==> src/rtl/eth_rx_stream_arbiter.sv <==
// Round-robin, frame-locked merge of N_PORTS AXI-Stream sources onto one registered output.
// Define ETH_RX_ARB_STAT_EN to add per-port 16-bit completed-frame counters on frame_cnt.
module eth_rx_stream_arbiter #(
  parameter int N_PORTS    = 4,
  parameter int DATA_WIDTH = 32
) (
  input  logic                            aclk,
  input  logic                            areset,
  input  logic [N_PORTS*DATA_WIDTH-1:0]   s_axis_tdata,
  input  logic [N_PORTS-1:0]              s_axis_tvalid,
  input  logic [N_PORTS-1:0]              s_axis_tlast,
  output logic [N_PORTS-1:0]              s_axis_tready,
  output logic [DATA_WIDTH-1:0]           m_axis_tdata,
  output logic                            m_axis_tvalid,
  output logic                            m_axis_tlast,
  input  logic                            m_axis_tready,
  output logic [$clog2(N_PORTS)-1:0]      grant_id,
  output logic                            busy
`ifdef ETH_RX_ARB_STAT_EN
  ,
  output logic [N_PORTS*16-1:0]           frame_cnt
`endif
);

  localparam int GW = $clog2(N_PORTS);

  typedef enum logic {IDLE, XFER} state_t;

  state_t                  state_reg, state_next;
  logic [GW-1:0]           grant_reg, grant_next;
  logic [GW-1:0]           last_grant_reg, last_grant_next;
  logic [DATA_WIDTH-1:0]   data_reg, data_next;
  logic                    valid_reg, valid_next;
  logic                    last_reg, last_next;
  logic [GW-1:0]           pick_idx, cand_idx;
  logic                    pick_valid;
  logic                    out_ready, accept;
  int                      cand;
  logic [DATA_WIDTH-1:0]   port_data [N_PORTS];

  generate
    for (genvar gi = 0; gi < N_PORTS; gi++) begin : g_slice
      assign port_data[gi] = s_axis_tdata[gi*DATA_WIDTH +: DATA_WIDTH];
    end
  endgenerate

  // Walk from the farthest candidate to the nearest so the port right after last_grant wins.
  always_comb begin
    pick_valid = 1'b0;
    pick_idx   = '0;
    cand       = 0;
    cand_idx   = '0;
    for (int k = N_PORTS; k >= 1; k--) begin
      cand = int'(last_grant_reg) + k;
      if (cand >= N_PORTS) cand = cand - N_PORTS;
      cand_idx = GW'(cand);
      if (s_axis_tvalid[cand_idx]) begin
        pick_valid = 1'b1;
        pick_idx   = cand_idx;
      end
    end
  end

  always_comb begin
    state_next      = state_reg;
    grant_next      = grant_reg;
    last_grant_next = last_grant_reg;
    data_next       = data_reg;
    valid_next      = valid_reg;
    last_next       = last_reg;
    s_axis_tready   = '0;
    out_ready       = !valid_reg || m_axis_tready;
    accept          = 1'b0;

    case (state_reg)
      IDLE: begin
        if (pick_valid) begin
          grant_next = pick_idx;
          state_next = XFER;
        end
      end
      XFER: begin
        s_axis_tready[grant_reg] = out_ready;
        accept = s_axis_tvalid[grant_reg] && out_ready;
        if (accept && s_axis_tlast[grant_reg]) begin
          last_grant_next = grant_reg;
          state_next      = IDLE;
        end
      end
      default: state_next = IDLE;
    endcase

    // Output register keeps draining in IDLE; it only loads from an accepted beat.
    if (accept) begin
      data_next  = port_data[grant_reg];
      last_next  = s_axis_tlast[grant_reg];
      valid_next = 1'b1;
    end else if (m_axis_tready) begin
      valid_next = 1'b0;
    end
  end

  always_ff @(posedge aclk) begin
    if (areset) begin
      state_reg      <= IDLE;
      grant_reg      <= '0;
      last_grant_reg <= GW'(N_PORTS - 1);
      data_reg       <= '0;
      valid_reg      <= 1'b0;
      last_reg       <= 1'b0;
    end else begin
      state_reg      <= state_next;
      grant_reg      <= grant_next;
      last_grant_reg <= last_grant_next;
      data_reg       <= data_next;
      valid_reg      <= valid_next;
      last_reg       <= last_next;
    end
  end

  assign m_axis_tdata  = data_reg;
  assign m_axis_tvalid = valid_reg;
  assign m_axis_tlast  = last_reg;
  assign grant_id      = grant_reg;
  assign busy          = (state_reg == XFER);

`ifdef ETH_RX_ARB_STAT_EN
  logic [15:0] cnt_reg [N_PORTS];

  generate
    for (genvar gi = 0; gi < N_PORTS; gi++) begin : g_stat
      always_ff @(posedge aclk) begin
        if (areset) begin
          cnt_reg[gi] <= '0;
        end else if (accept && s_axis_tlast[grant_reg] && (grant_reg == GW'(gi))) begin
          cnt_reg[gi] <= cnt_reg[gi] + 16'd1;
        end
      end
      assign frame_cnt[gi*16 +: 16] = cnt_reg[gi];
    end
  endgenerate
`endif

endmodule
==> config.mk <==
export PLATFORM = sky130hd
export DESIGN_NAME = eth_rx_stream_arbiter
export DESIGN_NICKNAME = d
export VERILOG_FILES = /design/src/rtl/eth_rx_stream_arbiter.sv
export SDC_FILE = /design/constraint.sdc
export NUM_CORES = 1
export LEC_CHECK = 0
export ABC_AREA = 0
export CAP_MARGIN = 25
export CORE_UTILIZATION = 33
export DETAILED_ROUTE_END_ITERATION = 7
export GPL_TIMING_DRIVEN = 1
export PLACE_DENSITY = 0.83
export SYNTH_ARGS = -nofsm -noshare
export SYNTH_HDL_FRONTEND = slang
export SYNTH_SLANG_ARGS = --single-unit
==> constraint.sdc <==
create_clock -name aclk -period 2.35 [get_ports aclk]
set_input_delay 0.5875 -clock aclk [delete_from_list [all_inputs] [get_ports aclk]]
set_output_delay 0.5875 -clock aclk [all_outputs]
set_load 0.03 [all_outputs]
==> results.toml, run 1 <==
[worst_setup_path]
cp-end-kind = "primary output"
worst_ep_arrival_time_ps = 1690
worstSetupPathType = "in -> out"
critical_path_peak_fanout = 4
cp.required_ps = 1760
start_kind = "primary input"

[clocking]
htreeDepth = 2
cts.sinks = 39
clkTransAtPathRegs_ps = 70
insertion_delay_ps = 280
cts.path.max_buffers = 2
tritoncts = "yes"
post_cts_buffers = 0
cts_buffers = 5
cts_root_buf = "clkbuf_8"

[pwr]
p_int_w = 0.00142
ir_worst_vdd_uv = 292
power_w = 0.00204
p_leak_nw = 1.51
switching_share_pct = 30.1
seqPwrFrac_pct = 36.9
netSwitchingPower_w = 0.000612
power.density_nw_per_um2 = 479
p_clk_share_pct = 21.0
pwr-share-comb_pct = 42.1

[logic_synthesis]
ys_types = 26
netlist.area_leader.share_pct = 34.5
synthCells = 230
synthTopCellsByArea = "dfxtp_1, mux4_2, nand2_1"
synth_area_leader_cell = "dfxtp_1"
synth_warnings = 0
syn_nets = 369
ys_ff_latch = 39
syn_area_um2 = 2270
syn_area_per_cell_um2 = 9.85
yosysSeqAreaShare_pct = 34.5

[die]
initial_core_util_pct = 34.9
fp-row-count = 29
dieArea_um2 = 7200
core_area_um2 = 6490
die_h_um = 84.9
die_w_um = 84.9
ios = 180

[global_route]
grt_pass1_vias = 2569
antenna_found_initial = 0
track_usage_pct = 21.4
grt_max_degree = 35
grt-ovfl-total = 0
grt_pass1_wl_mm = 12.3

[finish]
largest_reg_flops = 32
drive_above_1_share_pct = 15.1
fin_nets = 549
n_antenna_cell = 0
syn_to_final_growth_pct = 87.6

[placement]
place_congestion = 0.904
dp_hpwl_mm = 6.32
numPortBuffers = 179

[route]
wl_per_cell_um = 15.8
ant_nets = 0
vias = 2482
drc = 10
avgViaCountPerCell = 5.09
drt-total-wl_mm = 7.70
drt_iter0_drc = 104
firstDrtPassIters = 7

[run]
cap_violations = 0

[timing]
rsz0062_at_grt = "false"
final.min_clock_period_ps = 2280
relSlewSlack_pct = 64.6
slew_viol_final = 0
min_period_over_period_pct = 97.0
clock_skew_ps = 9.05
tightest_slew_ps = 526
fmax_mhz = 439
fin_setup_tns_ps = 0
setup_violations = 0
finalHoldViolCount = 0

[run_status]
failed_checks = "design-rule violations"
outcome = "finished with violations"

[hold_path]
min-delay-path-class = "reg -> reg"
[path summary, 6_finish.rpt]
kind,slack (ps),cells past startpoint,to,from
worst max-delay path,70,5,s_axis_tready[0],m_axis_tready
worst min-delay path,450,2,m_axis_tdata[7],m_axis_tdata[7]
worst max register to register,630,5,last_grant_reg[1],grant_id[1]
worst min register to register,450,2,m_axis_tdata[7],m_axis_tdata[7]
[cells in the final DEF (no fill, tap or decap), types with 2 or more instances in the layout]
master / count
dfxtp_2: 2
dfxtp_1: 37
inv_1: 3
nand2_1: 67
and3_1: 3
clkbuf_8: 5
clkbuf_1: 2
nand2b_1: 2
mux2i_1: 2
clkdlybuf4s50_1: 174
o21ai_0: 4
mux4_2: 33
o221ai_1: 2
a21oi_1: 36
nand3_1: 2
nor2_1: 7
buf_4: 18
[metal layers]
metal	up-vias	global-route usage, %	routed length (um)
met5	-	0	0
met4	0	6.01	126
met3	10	4.18	396
met2	86	41.1	4220
met1	1192	23.8	2950
li1	1194	-	-
[Yosys cell counts]
| master | n |
|---|---|
| nor4_1 | 1 |
| nor2b_1 | 1 |
| mux2_2 | 1 |
| buf_6 | 1 |
| mux4_2 | 33 |
| buf_1 | 1 |
| a21oi_1 | 36 |
| dfxtp_1 | 39 |
| o21ai_0 | 4 |
| o221ai_1 | 2 |
| and2_1 | 2 |
| nand3_1 | 2 |
| a211oi_1 | 1 |
| and3_1 | 3 |
| nor2_1 | 7 |
| buf_2 | 7 |
| nand2b_1 | 2 |
| mux2i_1 | 2 |
| a221o_1 | 1 |
| nand2_1 | 67 |
| o22a_1 | 1 |
| inv_1 | 3 |
| nor3b_1 | 1 |
| a211o_1 | 1 |
| buf_4 | 1 |
| clkbuf_1 | 10 |
[power groups by stage]
stage	Clock (W)	Combinational (W)	Sequential, W
5_1_grt	0.000475	0.000916	0.000759
4_1_cts	0.000442	0.000866	0.000752
3_5_place_dp	0	0.000864	0.000767
3_3_place_gp	0	0.000849	0.000764
6_report	0.000427	0.000857	0.000752
2_1_floorplan	0	0.000341	0.000868
[cell type report]
type	count	area [um2]
clock buffer	7	76.3
clock inverter	1	5.00
fill	557	2240
inverter	3	11.3
multi-input combinational	168	1380
sequential	39	783
tap	77	96.3
timing repair buffer	193	1900
[repair_timing]
action	in CTS	in global routing
resized for setup	0	1
endpoints found under the setup margin	0	2
hold buffers	0	0
[worst max-delay path: stages]
cell and delay, ps:
clkdlybuf4s50_1 450, nand2b_1 120, and2_4 160, nor3b_1 170, buf_4 190
[metrics by stage]
step	cells	area, um2	setup slack (ps)	hold slack, ps	utilization [%]
6_report	488	4250	71.3	455	65.4
3_5_place_dp	480	4170	54.1	446	64.1
5_1_grt	488	4250	7.03	473	65.4
3_3_place_gp	480	4170	4.47	442	64.1
2_1_floorplan	230	2270	120	473	-
4_1_cts	488	4250	31.7	457	65.4
[cells by family (layout without fill, tap and decap cells)]
family / Yosys count / count (layout) / synth area share [%]
AOI/OAI and AO/OA: 46 / 46 / 11.2
DFF: 39 / 39 / 34.5
and+or+nand+nor: 86 / 86 / 15.5
muxes: 36 / 36 / 34.2
buffers and inverters: 23 / 204 / 4.69
Power figures use the tool's default switching activity.
==> run 2: changes to the inputs <==
- SLEW_MARGIN: not set -> 20
==> results of run 2 <==
The final DEF is identical to that of run 1; final timing and power are the same.
==> run 3: changes to the inputs <==
- CORE_AREA: not set -> 2 2 70 72
- CORE_UTILIZATION: 33 -> not set
- DIE_AREA: not set -> 0 0 72 74
- DONT_BUFFER_PORTS: not set -> 1
- PLACE_DENSITY: 0.83 -> 0.68
- SKIP_LAST_GASP: not set -> 1
==> run 3 against run 2 <==
Net effect:
- the flow now finishes without violations
- count of clock-buffer cells in the layout did not move
- register-to-register slack got worse by 120 ps
- wire length shrank 23%
- combinational power is 53% lower
- highest routed layer unchanged
- maximum frequency grew 17%
- non-clock buffer count shrank 180
- sequential power up 15%
- via count decreased by 27%
==> results.toml, run 3 (synthesized netlist as in run 1, its figures left out) <==
[run_status]
outcome = "completed"

[clocking]
tritoncts = "yes"
cts_buffers = 5
cts.path.max_buffers = 2
cts_hold_buf = 0
insertion_delay_ps = 280
post_cts_resized = 0
post_cts_buffers = 0
clkTransAtPathRegs_ps = 70
htreeDepth = 2
cts_root_buf = "clkbuf_8"
cts.sinks = 39

[finish]
utilization_pct = 53.0
fin_nets = 369
final_cell_mix = "nand2_1, dfxtp_1, a21oi_1"
syn_to_final_growth_pct = 7.56
fill_cells = 420
layout.area.seq_um2 = 783
multi_input_area_um2 = 1380
drive_above_1_share_pct = 23.8
stdcell_count = 287
largest_reg_flops = 32
final_common_cell = "nand2_1"

[timing]
clock_skew_ps = 7.72
fin_setup_tns_ps = 0
finalHoldViolCount = 0
rsz0062_at_grt = "false"
slew_viol_final = 0
final.min_clock_period_ps = 1950
hold_ws_ps = 365
fmax_mhz = 514
setup_violations = 0
min_period_over_period_pct = 82.8
tightest_slew_ps = 513
relSlewSlack_pct = 65.5

[placement]
place_congestion = 0.850
numPortBuffers = 0
place_inst = 277
dp_hpwl_mm = 4.65

[worst_setup_path]
cp-startpoint = "grant_id[1]"
reg2reg_to = "last_grant_reg[0]"
critical_path_peak_fanout = 17
critical_path.n_buffers_inverters = 0
worst_ep_arrival_time_ps = 1360
cp-endpoint = "s_axis_tready[3]"
worstSetupPathType = "reg -> out"
worst-r2r-setup-slack_ps = 510
start_kind = "flip-flop"
cp_top_family = "flip-flops"
ff2ff_path_depth = 4
cp_slowest_cell = "dfxtp_2"
max_stage_delay_ps = 650
path_cells = "and3_1"
path_depth = 1
cp-end-kind = "primary output"
cp.required_ps = 1760
timing.rr.start = "grant_id[1]"

[run]
cap_violations = 0

[global_route]
met3_usage_pct = 7.59
track_usage_pct = 21.7
grt.busiest_layer = "met2"
grt_pass1_vias = 1673
grt_pass1_wl_mm = 8.72
grt_use_met1_pct = 27.6
grt_max_degree = 40
grt-ovfl-total = 0
use_met2_pct = 35.2
antenna_found_initial = 2

[route]
ant_nets = 0
firstDrtPassIters = 4
drt_iter0_drc = 85
wl_per_cell_um = 20.7
drc = 0
drt-total-wl_mm = 5.95
avgViaCountPerCell = 6.29
vias = 1804

[pwr]
power.density_nw_per_um2 = 691
p_clk_share_pct = 25.0
p_int_w = 0.00114
p_leak_nw = 0.812
switching_share_pct = 32.3
pwr-share-comb_pct = 23.7
seqPwrFrac_pct = 51.3
netSwitchingPower_w = 0.000544
ir_worst_vdd_uv = 364

[die]
core_area_um2 = 4600
die_h_um = 74
initial_core_util_pct = 49.3
ios = 180
die_w_um = 72
dieArea_um2 = 5330
fp-row-count = 25

[hold_path]
min-delay-path-class = "in -> reg"
[run 3: power by group through the flow]
stage	clock, W	sequential [W]	combinational (W)
2_1_floorplan	0	0.000868	0.000341
3_3_place_gp	0	0.000880	0.000396
3_5_place_dp	0	0.000882	0.000402
4_1_cts	0.000438	0.000866	0.000403
5_1_grt	0.000472	0.000871	0.000437
6_report	0.000422	0.000864	0.000399
[run 3: cell type report]
| type | count | area share [%] |
|---|---|---|
| sequential | 39 | 32.1 |
| antenna | 2 | 0.205 |
| multi-input combinational | 168 | 56.6 |
| tap | 54 | 2.77 |
| clock buffer | 7 | 3.13 |
| clock inverter | 1 | 0.205 |
| inverter | 3 | 0.462 |
| timing repair buffer | 13 | 4.52 |
[run 3: through the flow]
step	power (W)	setup WS [ps]	instance area, um2
final	0.00168	403	2440
after global routing	0.00178	296	2430
after CTS	0.00171	363	2430
after detailed placement	0.00128	457	2350
after global placement	0.00128	497	2350
after floorplan	0.00121	120	2270
[run 3: worst register-to-register path, stage by stage (launching register included)]
cell	delay, ps
dfxtp_2	650
mux4_2	390
and3_1	250
and3_1	180
a211o_1	260
[run 3: worst min path at each step]
stage	start	to	slack, ps	depth (start not counted)
finish	areset	m_axis_tdata[14]	360	1
global route	areset	m_axis_tdata[14]	350	1
CTS	areset	m_axis_tdata[14]	360	1
detailed placement	last_grant_reg[0]	last_grant_reg[0]	510	1
global placement	last_grant_reg[0]	last_grant_reg[0]	510	1
floorplan	last_grant_reg[0]	last_grant_reg[0]	470	1
[run 3: layer usage]
metal  share of wire [%]  vias to the layer above
li1                    -                      840
met1                  38                      867
met2                  51                       88
met3                 9.1                        9
met4                 1.1                        0
met5                   0                        -
